[src/rtl/sc_fifo_pkg.sv]
// Shared types and sizing helpers for the single-clock FIFO.
// Latency: n/a (compile-time only).
// Backpressure: n/a.
//
// Contents: read-mode enum, depth / occupancy-width helpers and the
// mapping from the integer SHOWAHEAD parameter onto the read-mode enum.
package sc_fifo_pkg;

   typedef enum logic {
      RD_NORMAL    = 1'b0,
      RD_SHOWAHEAD = 1'b1
   } rd_mode_e;

   // Number of words held by a FIFO with an awidth-bit address.
   function automatic int fifo_depth(input int awidth);
      return 1 << awidth;
   endfunction

   // The occupancy count must reach the full depth, so it needs one extra bit.
   function automatic int usedw_width(input int awidth);
      return awidth + 1;
   endfunction

   function automatic rd_mode_e rd_mode(input int showahead);
      return (showahead != 0) ? RD_SHOWAHEAD : RD_NORMAL;
   endfunction

endpackage

[src/rtl/sc_fifo_mem.sv]
// Simple dual-port RAM, one write port and one read port on a single clock.
// Latency: write 1 cycle; read 1 cycle when REG_RD=1, combinational when REG_RD=0.
// Backpressure: none; the caller gates we_i/re_i.
//
// Ports:
//   clk_i            clock
//   srst_i           synchronous reset, clears only the read register
//   we_i/waddr_i/wdata_i   write port
//   re_i/raddr_i     read port (re_i loads the read register when REG_RD=1)
//   rdata_o          read data
// Storage itself is never cleared.
module sc_fifo_mem
   import sc_fifo_pkg::*;
#(
   parameter int DWIDTH = 16,
   parameter int AWIDTH = 8,
   parameter bit REG_RD = 1'b1
) (
   input  logic              clk_i,
   input  logic              srst_i,
   input  logic              we_i,
   input  logic [AWIDTH-1:0] waddr_i,
   input  logic [DWIDTH-1:0] wdata_i,
   input  logic              re_i,
   input  logic [AWIDTH-1:0] raddr_i,
   output logic [DWIDTH-1:0] rdata_o
);

   localparam int DEPTH = fifo_depth(AWIDTH);

   logic [DWIDTH-1:0] mem_q [DEPTH];

   always_ff @(posedge clk_i) begin
      if (we_i) begin
         mem_q[waddr_i] <= wdata_i;
      end
   end

   generate
      if (REG_RD) begin : g_reg_rd
         logic [DWIDTH-1:0] rdata_q;

         // Output register holds its value between reads.
         always_ff @(posedge clk_i) begin
            if (srst_i) begin
               rdata_q <= '0;
            end else if (re_i) begin
               rdata_q <= mem_q[raddr_i];
            end
         end

         assign rdata_o = rdata_q;
      end else begin : g_async_rd
         logic unused_rd_ctrl;

         assign rdata_o        = mem_q[raddr_i];
         // Asynchronous read needs neither the enable nor the reset.
         assign unused_rd_ctrl = srst_i ^ re_i;
      end
   endgenerate

endmodule

[src/rtl/sc_fifo_flags.sv]
// Single-clock FIFO with occupancy count, almost-full/almost-empty flags and normal or show-ahead read.
// Latency: write visible (empty_o low / show-ahead q_o) 1 cycle after wr_ok; normal-mode q_o 1 cycle after rd_ok.
// Backpressure: wrreq_i ignored while full_o, rdreq_i ignored while empty_o; nothing is stalled.
//
// Ports:
//   clk_i, srst_i            clock and synchronous active-high reset
//   data_i, wrreq_i          write side
//   rdreq_i, q_o             read side (rdreq_i is a read acknowledge in show-ahead mode)
//   empty_o, full_o          occupancy == 0 / == depth
//   usedw_o                  registered word count, 0..2**AWIDTH
//   almost_full_o            usedw_o >= ALMOST_FULL_VALUE
//   almost_empty_o           usedw_o <  ALMOST_EMPTY_VALUE
//   ovf_o, udf_o             sticky overflow / underflow attempt flags,
//                            present only when SC_FIFO_ERR_FLAGS_EN is defined
module sc_fifo_flags
   import sc_fifo_pkg::*;
#(
   parameter int DWIDTH             = 16,
   parameter int AWIDTH             = 8,
   parameter int ALMOST_FULL_VALUE  = (2 ** AWIDTH) - 2,
   parameter int ALMOST_EMPTY_VALUE = 2,
   parameter int SHOWAHEAD          = 0
) (
   input  logic              clk_i,
   input  logic              srst_i,
   input  logic [DWIDTH-1:0] data_i,
   input  logic              wrreq_i,
   input  logic              rdreq_i,
   output logic [DWIDTH-1:0] q_o,
   output logic              empty_o,
   output logic              full_o,
   output logic [AWIDTH:0]   usedw_o,
   output logic              almost_full_o,
   output logic              almost_empty_o
`ifdef SC_FIFO_ERR_FLAGS_EN
   ,
   output logic              ovf_o,
   output logic              udf_o
`endif
);

   localparam int       DEPTH   = fifo_depth(AWIDTH);
   localparam int       UW      = usedw_width(AWIDTH);
   localparam rd_mode_e RD_MODE = rd_mode(SHOWAHEAD);

   localparam logic [UW-1:0]   DEPTH_W = UW'(DEPTH);
   localparam logic [UW-1:0]   AF_W    = UW'(ALMOST_FULL_VALUE);
   localparam logic [UW-1:0]   AE_W    = UW'(ALMOST_EMPTY_VALUE);
   localparam logic [UW-1:0]   CNT_ONE = {{(UW-1){1'b0}}, 1'b1};
   localparam logic [AWIDTH:0] PTR_ONE = {{AWIDTH{1'b0}}, 1'b1};

   // Threshold sanity check at elaboration.
   generate
      if ((ALMOST_FULL_VALUE < 1) || (ALMOST_FULL_VALUE > DEPTH) ||
          (ALMOST_EMPTY_VALUE < 0) || (ALMOST_EMPTY_VALUE > DEPTH)) begin : g_param_err
         $error("sc_fifo_flags: almost-full/almost-empty threshold out of range");
      end
   endgenerate

   logic [AWIDTH:0] waddr_q, waddr_d;
   logic [AWIDTH:0] raddr_q, raddr_d;
   logic [UW-1:0]   usedw_q, usedw_d;
   logic            wr_ok;
   logic            rd_ok;

   // Requests qualify against flags from before the edge, so a simultaneous
   // read cannot make room for a write when full, and a write into an
   // empty FIFO is never passed straight through to a read.
   assign wr_ok = wrreq_i && !full_o;
   assign rd_ok = rdreq_i && !empty_o;

   always_comb begin
      waddr_d = waddr_q;
      raddr_d = raddr_q;
      usedw_d = usedw_q;
      if (wr_ok) begin
         waddr_d = waddr_q + PTR_ONE;
      end
      if (rd_ok) begin
         raddr_d = raddr_q + PTR_ONE;
      end
      case ({wr_ok, rd_ok})
         2'b10:   usedw_d = usedw_q + CNT_ONE;
         2'b01:   usedw_d = usedw_q - CNT_ONE;
         default: usedw_d = usedw_q;
      endcase
   end

   always_ff @(posedge clk_i) begin
      if (srst_i) begin
         waddr_q <= '0;
         raddr_q <= '0;
         usedw_q <= '0;
      end else begin
         waddr_q <= waddr_d;
         raddr_q <= raddr_d;
         usedw_q <= usedw_d;
      end
   end

   // Pointer MSBs only make the wrap explicit; occupancy comes from usedw_q.
   logic unused_ptr_msb;
   assign unused_ptr_msb = waddr_q[AWIDTH] ^ raddr_q[AWIDTH];

   // Flags are pure compares on the registered count.
   assign usedw_o        = usedw_q;
   assign empty_o        = (usedw_q == '0);
   assign full_o         = (usedw_q == DEPTH_W);
   assign almost_full_o  = (usedw_q >= AF_W);
   assign almost_empty_o = (usedw_q < AE_W);

   // Requests in a reset cycle must not touch memory either.
   sc_fifo_mem #(
      .DWIDTH (DWIDTH),
      .AWIDTH (AWIDTH),
      .REG_RD (RD_MODE == RD_NORMAL)
   ) u_mem (
      .clk_i   (clk_i),
      .srst_i  (srst_i),
      .we_i    (wr_ok && !srst_i),
      .waddr_i (waddr_q[AWIDTH-1:0]),
      .wdata_i (data_i),
      .re_i    (rd_ok && !srst_i),
      .raddr_i (raddr_q[AWIDTH-1:0]),
      .rdata_o (q_o)
   );

`ifdef SC_FIFO_ERR_FLAGS_EN
   logic ovf_q, ovf_d;
   logic udf_q, udf_d;

   // Sticky until reset.
   always_comb begin
      ovf_d = ovf_q | (wrreq_i & full_o);
      udf_d = udf_q | (rdreq_i & empty_o);
   end

   always_ff @(posedge clk_i) begin
      if (srst_i) begin
         ovf_q <= 1'b0;
         udf_q <= 1'b0;
      end else begin
         ovf_q <= ovf_d;
         udf_q <= udf_d;
      end
   end

   assign ovf_o = ovf_q;
   assign udf_o = udf_q;
`endif

endmodule

[config.mk]
export PLATFORM = sky130hd
export DESIGN_NAME = sc_fifo_flags
export DESIGN_NICKNAME = d
export VERILOG_FILES = /design/src/rtl/sc_fifo_pkg.sv /design/src/rtl/sc_fifo_mem.sv /design/src/rtl/sc_fifo_flags.sv
export SDC_FILE = /design/constraint.sdc
export NUM_CORES = 2
export LEC_CHECK = 0
export CAP_MARGIN = 5
export CORE_MARGIN = 2
export CORE_UTILIZATION = 30
export DETAILED_ROUTE_END_ITERATION = 12
export GPL_ROUTABILITY_DRIVEN = 0
export SYNTH_ARGS = -nofsm -noshare
export SYNTH_HDL_FRONTEND = slang
export SYNTH_HIERARCHICAL = 1
export SYNTH_SLANG_ARGS = --single-unit
[constraint.sdc]
create_clock -name clk_i -period 7.9 [get_ports clk_i]
set_input_delay 1.58 -clock clk_i [delete_from_list [all_inputs] [get_ports clk_i]]
set_output_delay 1.58 -clock clk_i [all_outputs]
set_load 0.02 [all_outputs]
==> impl_results.md <==
* Synthesis Warnings at 6
* Gr usage total at 16.46%
* Setup-failing EPs final at 0
* WL final at 462.6 mm
* Max VDD drop at 0.2302 mV
* RR Endpoint: u_mem/rdata_o[4]
* Most common cell after layout, fill and taps aside: edfxtp_1
* Crit start category: flop
* Largest net degree at the start of global routing at 148
* Maxcap violations at 1
* Clk_lat worst skew at 1.02 ns
* Pwr/cell area at 289.5 nW/um^2
* Tmin final at 5.085 ns
* Routed vias/inst at 5.317
* Filler cells at 48820
* Die height at 735.3 um
* Share of total power in the clock network at 37.5%
* Final nets at 8179
* Hold path cells at 2
* Simple-gate share of the synthesized area at 2.150%
* Compound-Gate Fraction of Synth Area at 4.002%
* Pleak at 0.05537 uW
* Initial antenna violation count at 38
* Share of cells above drive strength 1 at 21.73%
* CTS resizes at 0
* Fin Hold WS at 0.5059 ns
* Rel. slew slack at 0.4641%
* Post-CTS Setup Inserts at 0
* Power share of the combinational group at 16.7%
* Remaining DRCs at 0
* CTS Buffer Depth at 4
* Reg area at 123800 um^2
* Die ar. at 540600 um^2
* CTS sink count at 4137
* DR vias at 82646
* Hold Buf Count CTS at 0
* Yosys top cell area share at 76.67%
* Pins Over Slew Limit at 0
* Area growth, synth to finish at 14.69%
* Final hold viol count at 0
* Area leader, netlist: edfxtp_1
* Post-synth cell types at 80
* Tcrit/Tclk final at 64.37%
* Hold EP: u_mem/rdata_o[14]
* Skew final at 0.09211 ns
* First-pass DRT Iterations at 7
* Post-synthesis xor/xnor area fraction at 0.07643%
* Fin util at 34.53%
* Synth async-reset ratio at 0%
* Worst-Margin Slew at 1.477 ns
* Mux cell area share after synthesis at 14.36%
* Crit Path Category: flop to flop
* Register share of total power at 45.7%
* F_max at 196.7 MHz
* Adder-cell area share of the yosys netlist at 0.09047%
* CTS clk-pin slew, worst paths at 0.06 ns
* 1st-iter DRT viols at 11632
* TritonCTS buffer count at 414
* Fin Setup TNS at 0 ns
* Outcome: finished with violations
* RSZ-0062 raised after global routing: false
* Initial Utilization at 30.11%
* Post-Syn Area at 160400 um^2
* Die X at 735.3 um
* Multi-input gate area at 33560 um^2
* Int Power at 39480 uW
* Worst reg2reg setup slack at 2.81 ns
* HP Start: u_mem/rdata_o[14]
* Post-route ant nets at 0
* Syn Inst Count at 7761
* Reg2reg start: raddr_q[2]
* Switch Pwr at 13780 uW
* Synth top area cells: edfxtp_1 77%, mux4_2 9.5%, mux2i_1 4.4%
* Avg WL per Cell at 29.76 um
* CTS H-tree depth at 5
* Hold Path Class: flop to flop
* Seq/Total Area, Yosys at 77.18%
* DP Wirelength at 283.0 mm
* Post-synth EDFFs at 4096
* Largest family of logic cells by synthesized area: multiplexers
* Std cell rows at 268
* Worst-path maximum fanout at 66
* CTS tree: built
* Finished Layout Cells at 15543
* Inst Count DP at 14750
* Io pins at 49
* Crit path DAT at 5.92 ns
* Root Buffer: clkbuf_16
* Vias in the first global route at 80739
* Synthesized area per cell at 20.67 um^2
* Critical path required time at 8.73 ns
* Top_reg_cell synth: edfxtp_1
* Gr ovfl total at 0
* Register-to-Register Path Depth at 8
* Port bufs at 48
* Critical Path End Type: flop
* Core ar. at 532800 um^2
* Synthesized flop and latch total at 4137
* Syn_nets at 7792
* Switching share of power at 25.88%
* First-pass GRT wire length at 637.6 mm
* Commonest cells after routing, fill and taps aside: 4096 x edfxtp_1, 698 x mux2i_1, 676 x mux4_2, 416 x clkbuf_16, 350 x buf_4
* Failing checks: max-capacitance violations
flip-flops by register name (all words and copies together) (netlist names):
register / flops
usedw_o: 9
raddr_q: 8
u_mem/rdata_o: 16
u_mem/mem_q: 4096
waddr_q: 8
per-layer routing:
| layer | up-vias | GRT usage, % | wire (um) |
|---|---|---|---|
| met5 | - | 0 | 194 |
| met4 | 20 | 5.897 | 18050 |
| met3 | 754 | 4.434 | 51420 |
| met2 | 4662 | 25.60 | 211600 |
| met1 | 43917 | 22.22 | 181400 |
| li1 | 33293 | - | - |
cells by family after synthesis:
family | after synthesis
buffers and inverters | 478
AOI/OAI and AO/OA | 916
adders and majority gates | 11
and+or+nand+nor | 795
muxes | 1410
xor gates and xnor gates | 14
DFF | 4137
through the flow:
step / total power, uW / worst slack (ns) / area (um^2)
CTS: 53570 / 2.462 / 183900
finish: 53260 / 2.815 / 184000
global route: 54800 / 2.725 / 183900
global placement: 33660 / 2.135 / 170100
floorplan: 31450 / 3.765 / 160400
detailed placement: 33760 / 2.065 / 170100
cell type report:
cell class	count	area share [%]
flip-flops and latches	4137	67.30
multi-input cells	3146	18.24
clock buffers	485	5.804
well taps	7020	4.774
repair buffers	434	2.101
clock inverters	284	1.710
inverters	15	0.03536
diodes	22	0.02992
synthesized netlist by cell type, drive strengths merged (3+ instances only):
master and count:
a2111oi 49, a211o 9, a211oi 87, a21o 5, a21oi 144, a221o 9, a221oi 17, a22o 12
a22oi 73, a311oi 5, a31oi 9, a32o 6, a32oi 10, and2 4, and3 12, buf 287
clkbuf 176, dfxtp 41, edfxtp 4096, ha 10, inv 13, mux2 8, mux2i 698, mux4 704
nand2 252, nand3 75, nand3b 5, nand4 28, nand4b 4, nor2 322, nor2b 10, nor3 46
nor4 6, o2111ai 3, o21ai 101, o221ai 128, o22ai 230, o311ai 3, o31ai 6, or3 11
or3b 5, or4 7, xnor2 4, xor2 10
power by group through the flow:
stage | clock [uW] | combinational (uW) | sequential (uW)
after floorplan | 0 | 6730 | 24700
after global routing | 21100 | 9350 | 24400
after CTS | 20300 | 8950 | 24400
after detailed placement | 0 | 8940 | 24800
final | 20000 | 8910 | 24400
after global placement | 0 | 8840 | 24800
worst max-delay path by stage:
stage	start	endpoint	slack, ns	depth (start not counted)
after floorplan	srst_i	u_mem/mem_q[234][0]	3.76	8
after global placement	wrreq_i	u_mem/mem_q[203][2]	2.14	6
after detailed placement	wrreq_i	u_mem/mem_q[203][5]	2.07	6
after CTS	raddr_q[0]	u_mem/rdata_o[8]	2.46	8
after global routing	raddr_q[0]	u_mem/rdata_o[2]	2.73	9
final	raddr_q[2]	u_mem/rdata_o[4]	2.81	8
worst max-delay path: stages, from the launching register on:
cell and delay, ns:
dfxtp_4 0.78, buf_12 0.48, or3b_2 0.88, buf_4 0.60, o22ai_1 0.27, nor3_1 0.90
a311o_1 0.50, or4_1 0.31, nand3_1 0.11
Power figures use the tool's default switching activity.
